$ cat src/rtl/lsu_mem_master.sv
// Load/store initiator for a word-addressed, big-endian data memory.
// Sub-word stores are done as read-modify-write; sub-word loads are extended.
module lsu_mem_master #(
  parameter int MEM_WORDS = 64
) (
  input  logic        clk,
  input  logic        reset,
  input  logic        req_valid,
  output logic        req_ready,
  input  logic        req_write,
  input  logic [1:0]  req_size,
  input  logic        req_unsigned,
  input  logic [31:0] req_addr,
  input  logic [31:0] req_wdata,
  output logic        resp_valid,
  output logic [31:0] resp_rdata,
  output logic        resp_err,
  output logic        mem_read,
  output logic        mem_write,
  output logic [31:0] mem_addr,
  output logic [31:0] mem_wdata,
  input  logic [31:0] mem_rdata
);

  localparam logic [1:0] S_IDLE  = 2'd0;
  localparam logic [1:0] S_READ  = 2'd1;
  localparam logic [1:0] S_WRITE = 2'd2;
  localparam logic [1:0] S_RESP  = 2'd3;

  localparam logic [1:0] SZ_BYTE = 2'd0;
  localparam logic [1:0] SZ_HALF = 2'd1;
  localparam logic [1:0] SZ_WORD = 2'd2;

  logic [1:0]  state;
  logic        err_p0;
  logic        write_p0;
  logic        unsigned_p0;
  logic [1:0]  size_p0;
  logic [1:0]  off_p0;
  logic [31:0] wdata_p0;
  logic [31:0] rword_p1;
  logic        accept;
  logic        bad;

  function automatic logic req_bad(input logic [1:0] size, input logic [31:0] addr);
    logic [31:0] idx;
    idx = addr >> 2;
    return (size == 2'b11) ||
           (size == SZ_HALF && addr[0]) ||
           (size == SZ_WORD && addr[1:0] != 2'b00) ||
           (idx >= 32'(MEM_WORDS));
  endfunction

  // Byte offset 0 is the most significant byte of the word.
  function automatic logic [31:0] load_extend(input logic [31:0] word, input logic [1:0] size,
                                              input logic [1:0] off, input logic uns);
    logic [7:0]  b;
    logic [15:0] h;
    case (off)
      2'd0:    b = word[31:24];
      2'd1:    b = word[23:16];
      2'd2:    b = word[15:8];
      default: b = word[7:0];
    endcase
    h = off[1] ? word[15:0] : word[31:16];
    case (size)
      SZ_BYTE: return uns ? {24'h0, b} : {{24{b[7]}}, b};
      SZ_HALF: return uns ? {16'h0, h} : {{16{h[15]}}, h};
      default: return word;
    endcase
  endfunction

  function automatic logic [31:0] store_merge(input logic [31:0] word, input logic [31:0] wdata,
                                              input logic [1:0] size, input logic [1:0] off);
    logic [31:0] m;
    m = word;
    case (size)
      SZ_BYTE: begin
        case (off)
          2'd0:    m[31:24] = wdata[7:0];
          2'd1:    m[23:16] = wdata[7:0];
          2'd2:    m[15:8]  = wdata[7:0];
          default: m[7:0]   = wdata[7:0];
        endcase
      end
      SZ_HALF: begin
        if (off[1]) m[15:0] = wdata[15:0];
        else        m[31:16] = wdata[15:0];
      end
      default: m = wdata;
    endcase
    return m;
  endfunction

  assign req_ready = (state == S_IDLE) && !reset;
  assign accept    = req_valid && req_ready;
  assign bad       = req_bad(req_size, req_addr);

  always_ff @(posedge clk) begin
    if (reset) begin
      state    <= S_IDLE;
      err_p0   <= 1'b0;
      mem_addr <= 32'h0;
    end else begin
      case (state)
        S_IDLE: begin
          if (accept) begin
            err_p0   <= bad;
            mem_addr <= {req_addr[31:2], 2'b00};
            if (bad)                                  state <= S_RESP;
            else if (!req_write || req_size != SZ_WORD) state <= S_READ;
            else                                      state <= S_WRITE;
          end
        end
        S_READ:  state <= write_p0 ? S_WRITE : S_RESP;
        S_WRITE: state <= S_RESP;
        default: state <= S_IDLE;
      endcase
    end
  end

  // Request capture at accept, memory word capture at the end of READ.
  always_ff @(posedge clk) begin
    if (accept) begin
      write_p0    <= req_write;
      size_p0     <= req_size;
      unsigned_p0 <= req_unsigned;
      off_p0      <= req_addr[1:0];
      wdata_p0    <= req_wdata;
    end
    if (state == S_READ) rword_p1 <= mem_rdata;
  end

  assign mem_read   = (state == S_READ) && !reset;
  assign mem_write  = (state == S_WRITE) && !reset;
  assign mem_wdata  = mem_write ? store_merge(rword_p1, wdata_p0, size_p0, off_p0) : 32'h0;
  assign resp_valid = (state == S_RESP) && !reset;
  assign resp_err   = resp_valid && err_p0;
  assign resp_rdata = (resp_valid && !err_p0 && !write_p0)
                      ? load_extend(rword_p1, size_p0, off_p0, unsigned_p0) : 32'h0;

endmodule

$ cat config.mk
export PLATFORM = sky130hd
export DESIGN_NAME = lsu_mem_master
export DESIGN_NICKNAME = d
export VERILOG_FILES = /design/src/rtl/lsu_mem_master.sv
export SDC_FILE = /design/constraint.sdc
export NUM_CORES = 1
export LEC_CHECK = 0
export CORE_MARGIN = 3
export CORE_UTILIZATION = 48
export CTS_CLUSTER_SIZE = 16
export DETAILED_ROUTE_END_ITERATION = 12
export PLACE_DENSITY_LB_ADDON = 0.1
export SLEW_MARGIN = 20
export SYNTH_ARGS = -nofsm -noshare
export SYNTH_HDL_FRONTEND = slang
export SYNTH_SLANG_ARGS = --single-unit
$ cat constraint.sdc
create_clock -name clk -period 5.73 [get_ports clk]
set_input_delay 0.573 -clock clk [delete_from_list [all_inputs] [get_ports clk]]
set_output_delay 0.573 -clock clk [all_outputs]
set_load 0.05 [all_outputs]
==> summary.md <==
| Metric | Value |
|---|---|
| Status | `completed` |
| Num rows | `37` |
| P_leak | `around 2.6 nW` |
| Final Hold Viols | `0` |
| Via count | `~5000` |
| TritonCTS clock tree | `built` |
| Net Sw Power | `0.0008422 W` |
| Sequential share of power | `45.9%` |
| Clock slew at reported path FFs | `about 0.11 ns` |
| Setup_tns | `0 ns` |
| # nets final | `roughly 800` |
| Crit share post-route | `between 70% and 80%` |
| Worst slew pin tran | `just over 0.9 ns` |
| Share of cells above drive strength 1 | `approximately 12%` |
| TritonCTS Buffers | `9` |
| Worst EP required | `approximately 5.2 ns` |
| Die area | `~12000 um2` |
| Synth async-reset ratio | `0%` |
| Final setup viols | `0` |
| Port Buffers | `between 200 and 250` |
| Gate Count Post-Synth | `525` |
| Cell area after synthesis | `5373 um2` |
| Combinational Power Share | `between 30% and 40%` |
| RR Startpoint | `state[0]$_SDFFE_PP0P_` |
| Max Cap Viol | `0` |
| Largest net degree at the start of global routing | `60` |
| Crit Path Max Fanout | `13` |
| Post-Synth Simple-Gate Area | `around 13%` |
| Top cell type's share of synthesized area | `around 40%` |
| Worst setup path class | `reg2out` |
| Worst Min Path Start | `mem_addr[11]$_SDFFE_PP0P_` |
| Clock share of power | `about 21%` |
| Diodes inserted | `0` |
| Number of synthesized flops with an enable pin | `70` |
| Worst skew pair latency | `just under 0.4 ns` |
| Peak VDD IR | `between 200 and 300 uV` |
| Synth cell types | `45` |
| Sw frac | `37.97%` |
| Yosys reg bits | `103` |
| Yosys warning total | `0` |
| Cell taking the most area after synthesis | `edfxtp_1` |
| Complex-gate fraction of the synthesized area | `about 18%` |
| Drc violations | `0` |
| RSZ-0062 raised after global routing | `false` |
| Syn-to-layout area delta | `41.64%` |
| Setup bufs post-CTS | `0` |
| Final Power | `0.002218 W` |
| Hold Path Class | `reg2reg` |
| Post-DRT Antenna Nets | `0` |
| Fin crit period | `a little over 4 ns` |
| Starting Density | `approximately 50%` |
| Syn avg cell area | `slightly above 10 um2` |
| Pwr per Cell Area | `291.5 nW/um2` |
| # IOs | `between 200 and 250` |
| Starting DRC count in detailed routing | `around 380` |
| Synth top cells by count | `nand2_1, edfxtp_1, mux2_2` |
| CTS max path bufs | `2` |
| Leading register cell type out of synthesis | `edfxtp_1` |
| Ranking of synthesized cells by area | `edfxtp_1, dfxtp_1, mux2_2, nand2_1, o21ai_0` |
| WL final | `about 17 mm` |
| Fmax | `around 240 MHz` |
| Clock skew | `0.008460 ns` |
| Die X | `111.8 um` |
| Routed len/inst | `between 20 and 25 um` |
| Synth Area in Adders | `1.164%` |
| Post-CTS Resized | `0` |
| Vias per cell | `between 5 and 6` |
| Most common cell in the netlist | `nand2_1` |
| Seq/Total Area, Yosys | `51.42%` |
| Die Y | `about 110 um` |
| XOR/XNOR Fraction of Synth Area | `0%` |
| Congestion Overflow GR | `0` |
| GR Util All Layers | `a little over a quarter` |
| Initial antenna violation count | `0` |
| Critical Path AT | `between 3 and 4 ns` |
| Final worst setup slack | `about 1.6 ns` |
| Vias in the first global route | `between 4000 and 5000` |
| Clk sinks | `between 100 and 150` |
| Worst relative slew slack | `around 40%` |
| RePlAce Congestion | `between 0.8 and 0.9` |
| Main combinational cell family by area after synthesis | `compound AO/OA/AOI/OAI gates` |
| HPWL after DPL | `around 13 mm` |
| Place WS | `~1.6 ns` |
| Critical Path Start Type | `flop` |
| Htree depth | `3` |
| Pre-antenna DRT Iters | `7` |
| Critical path origin | `off_p0[0]$_DFFE_PP_` |
| Critical Path Sink Type | `primary output` |
| Core ar. | `~11000 um2` |
| Root Buffer | `clkbuf_8` |
| Final-report max-slew violation count | `0` |
| Internal power | `0.001376 W` |
| Cell area after layout | `~7600 um2` |
| Mux cell area share after synthesis | `roughly an eighth` |
| Placed instance area | `around 7400 um2` |
| Hold buffers post-CTS | `0` |
| Post-Route Utilization | `71.78%` |
| Global-route wire length before repair | `roughly 27 mm` |
logic make-up (layout without fill, tap and decap cells):
family                     after synthesis  in the layout
DFF                                    103            103
buffers and inverters                   49            231
muxes                                   57             57
other                                    1              2
AOI/OAI and AO/OA                      154            154
adders and majority gates                5              5
and+or+nand+nor                        156            156
power by group through the flow:
stage               clock [W]  sequential (W)  combinational (W)
floorplan                   0         0.00109           0.000392
global placement            0         0.00102           0.000729
detailed placement          0         0.00103           0.000743
CTS                  0.000462         0.00101           0.000745
global route         0.000494         0.00103           0.000796
finish               0.000455         0.00102           0.000746
metrics by stage:
step                      hold slack [ns]  std cells
final                              0.4641        844
after global routing               0.4901        844
after CTS                          0.4682        844
after detailed placement           0.4525        828
after global placement             0.4440        828
after floorplan                    0.4963        526
path summary, 6_finish.rpt:
kind / to / slack [ns] / cells past startpoint
worst max-delay path: mem_wdata[23] / 1.64 / 5
worst min register to register: mem_addr[11]$_SDFFE_PP0P_ / 0.46 / 2
worst max register to register: wdata_p0[30]$_DFFE_PP_ / 3.05 / 6
worst min-delay path: mem_addr[11]$_SDFFE_PP0P_ / 0.46 / 2
sequential cells by signal (all words and copies together), names as in the netlist:
name	count
rword_p1	32
wdata_p0	32
mem_addr	30
off_p0	2
size_p0	2
state	2
err_p0	1
unsigned_p0	1
write_p0	1
worst max-delay path, cell delays in order, from the launching register on:
cell and delay, ns:
edfxtp_1 0.72, nor2b_1 0.68, mux2_2 0.41, a222oi_1 0.50
nor2_1 0.08, clkdlybuf4s50_1 0.73
cell type report:
| class | instances | area, um2 |
|---|---|---|
| tap | 136 | 170.2 |
| clock buffer | 9 | 123.9 |
| multi-input combinational | 374 | 2394 |
| fill | 805 | 2992 |
| inverter | 8 | 30.03 |
| timing repair buffer | 207 | 2057 |
| clock inverter | 7 | 72.57 |
| sequential | 103 | 2763 |
layout by cell type, fill, tap and decap left out, types with 3 or more instances in the layout:
cell type        instances
a211oi_1                10
a21oi_1                 41
a222oi_1                16
a22o_1                   8
a22oi_1                  8
buf_4                    6
clkbuf_8                 9
clkdlybuf4s50_1        201
dfxtp_1                 33
edfxtp_1                70
ha_1                     5
inv_1                    6
mux2_2                  53
nand2_1                 81
nand2b_1                 3
nor2_1                  43
nor2_2                   4
nor2b_1                  5
nor3_1                   4
nor4_1                   6
o21ai_0                 49
o221ai_1                 7
o22ai_1                  7
per-layer routing:
metal  vias to the layer above  GRT usage (%)  wire [um]
li1                       2303              -          -
met1                      2399          34.40       6944
met2                       285          43.92       8170
met3                        26          9.511       1850
met4                         0          7.380        325
met5                         -              0          0
Power figures use the tool's default switching activity.
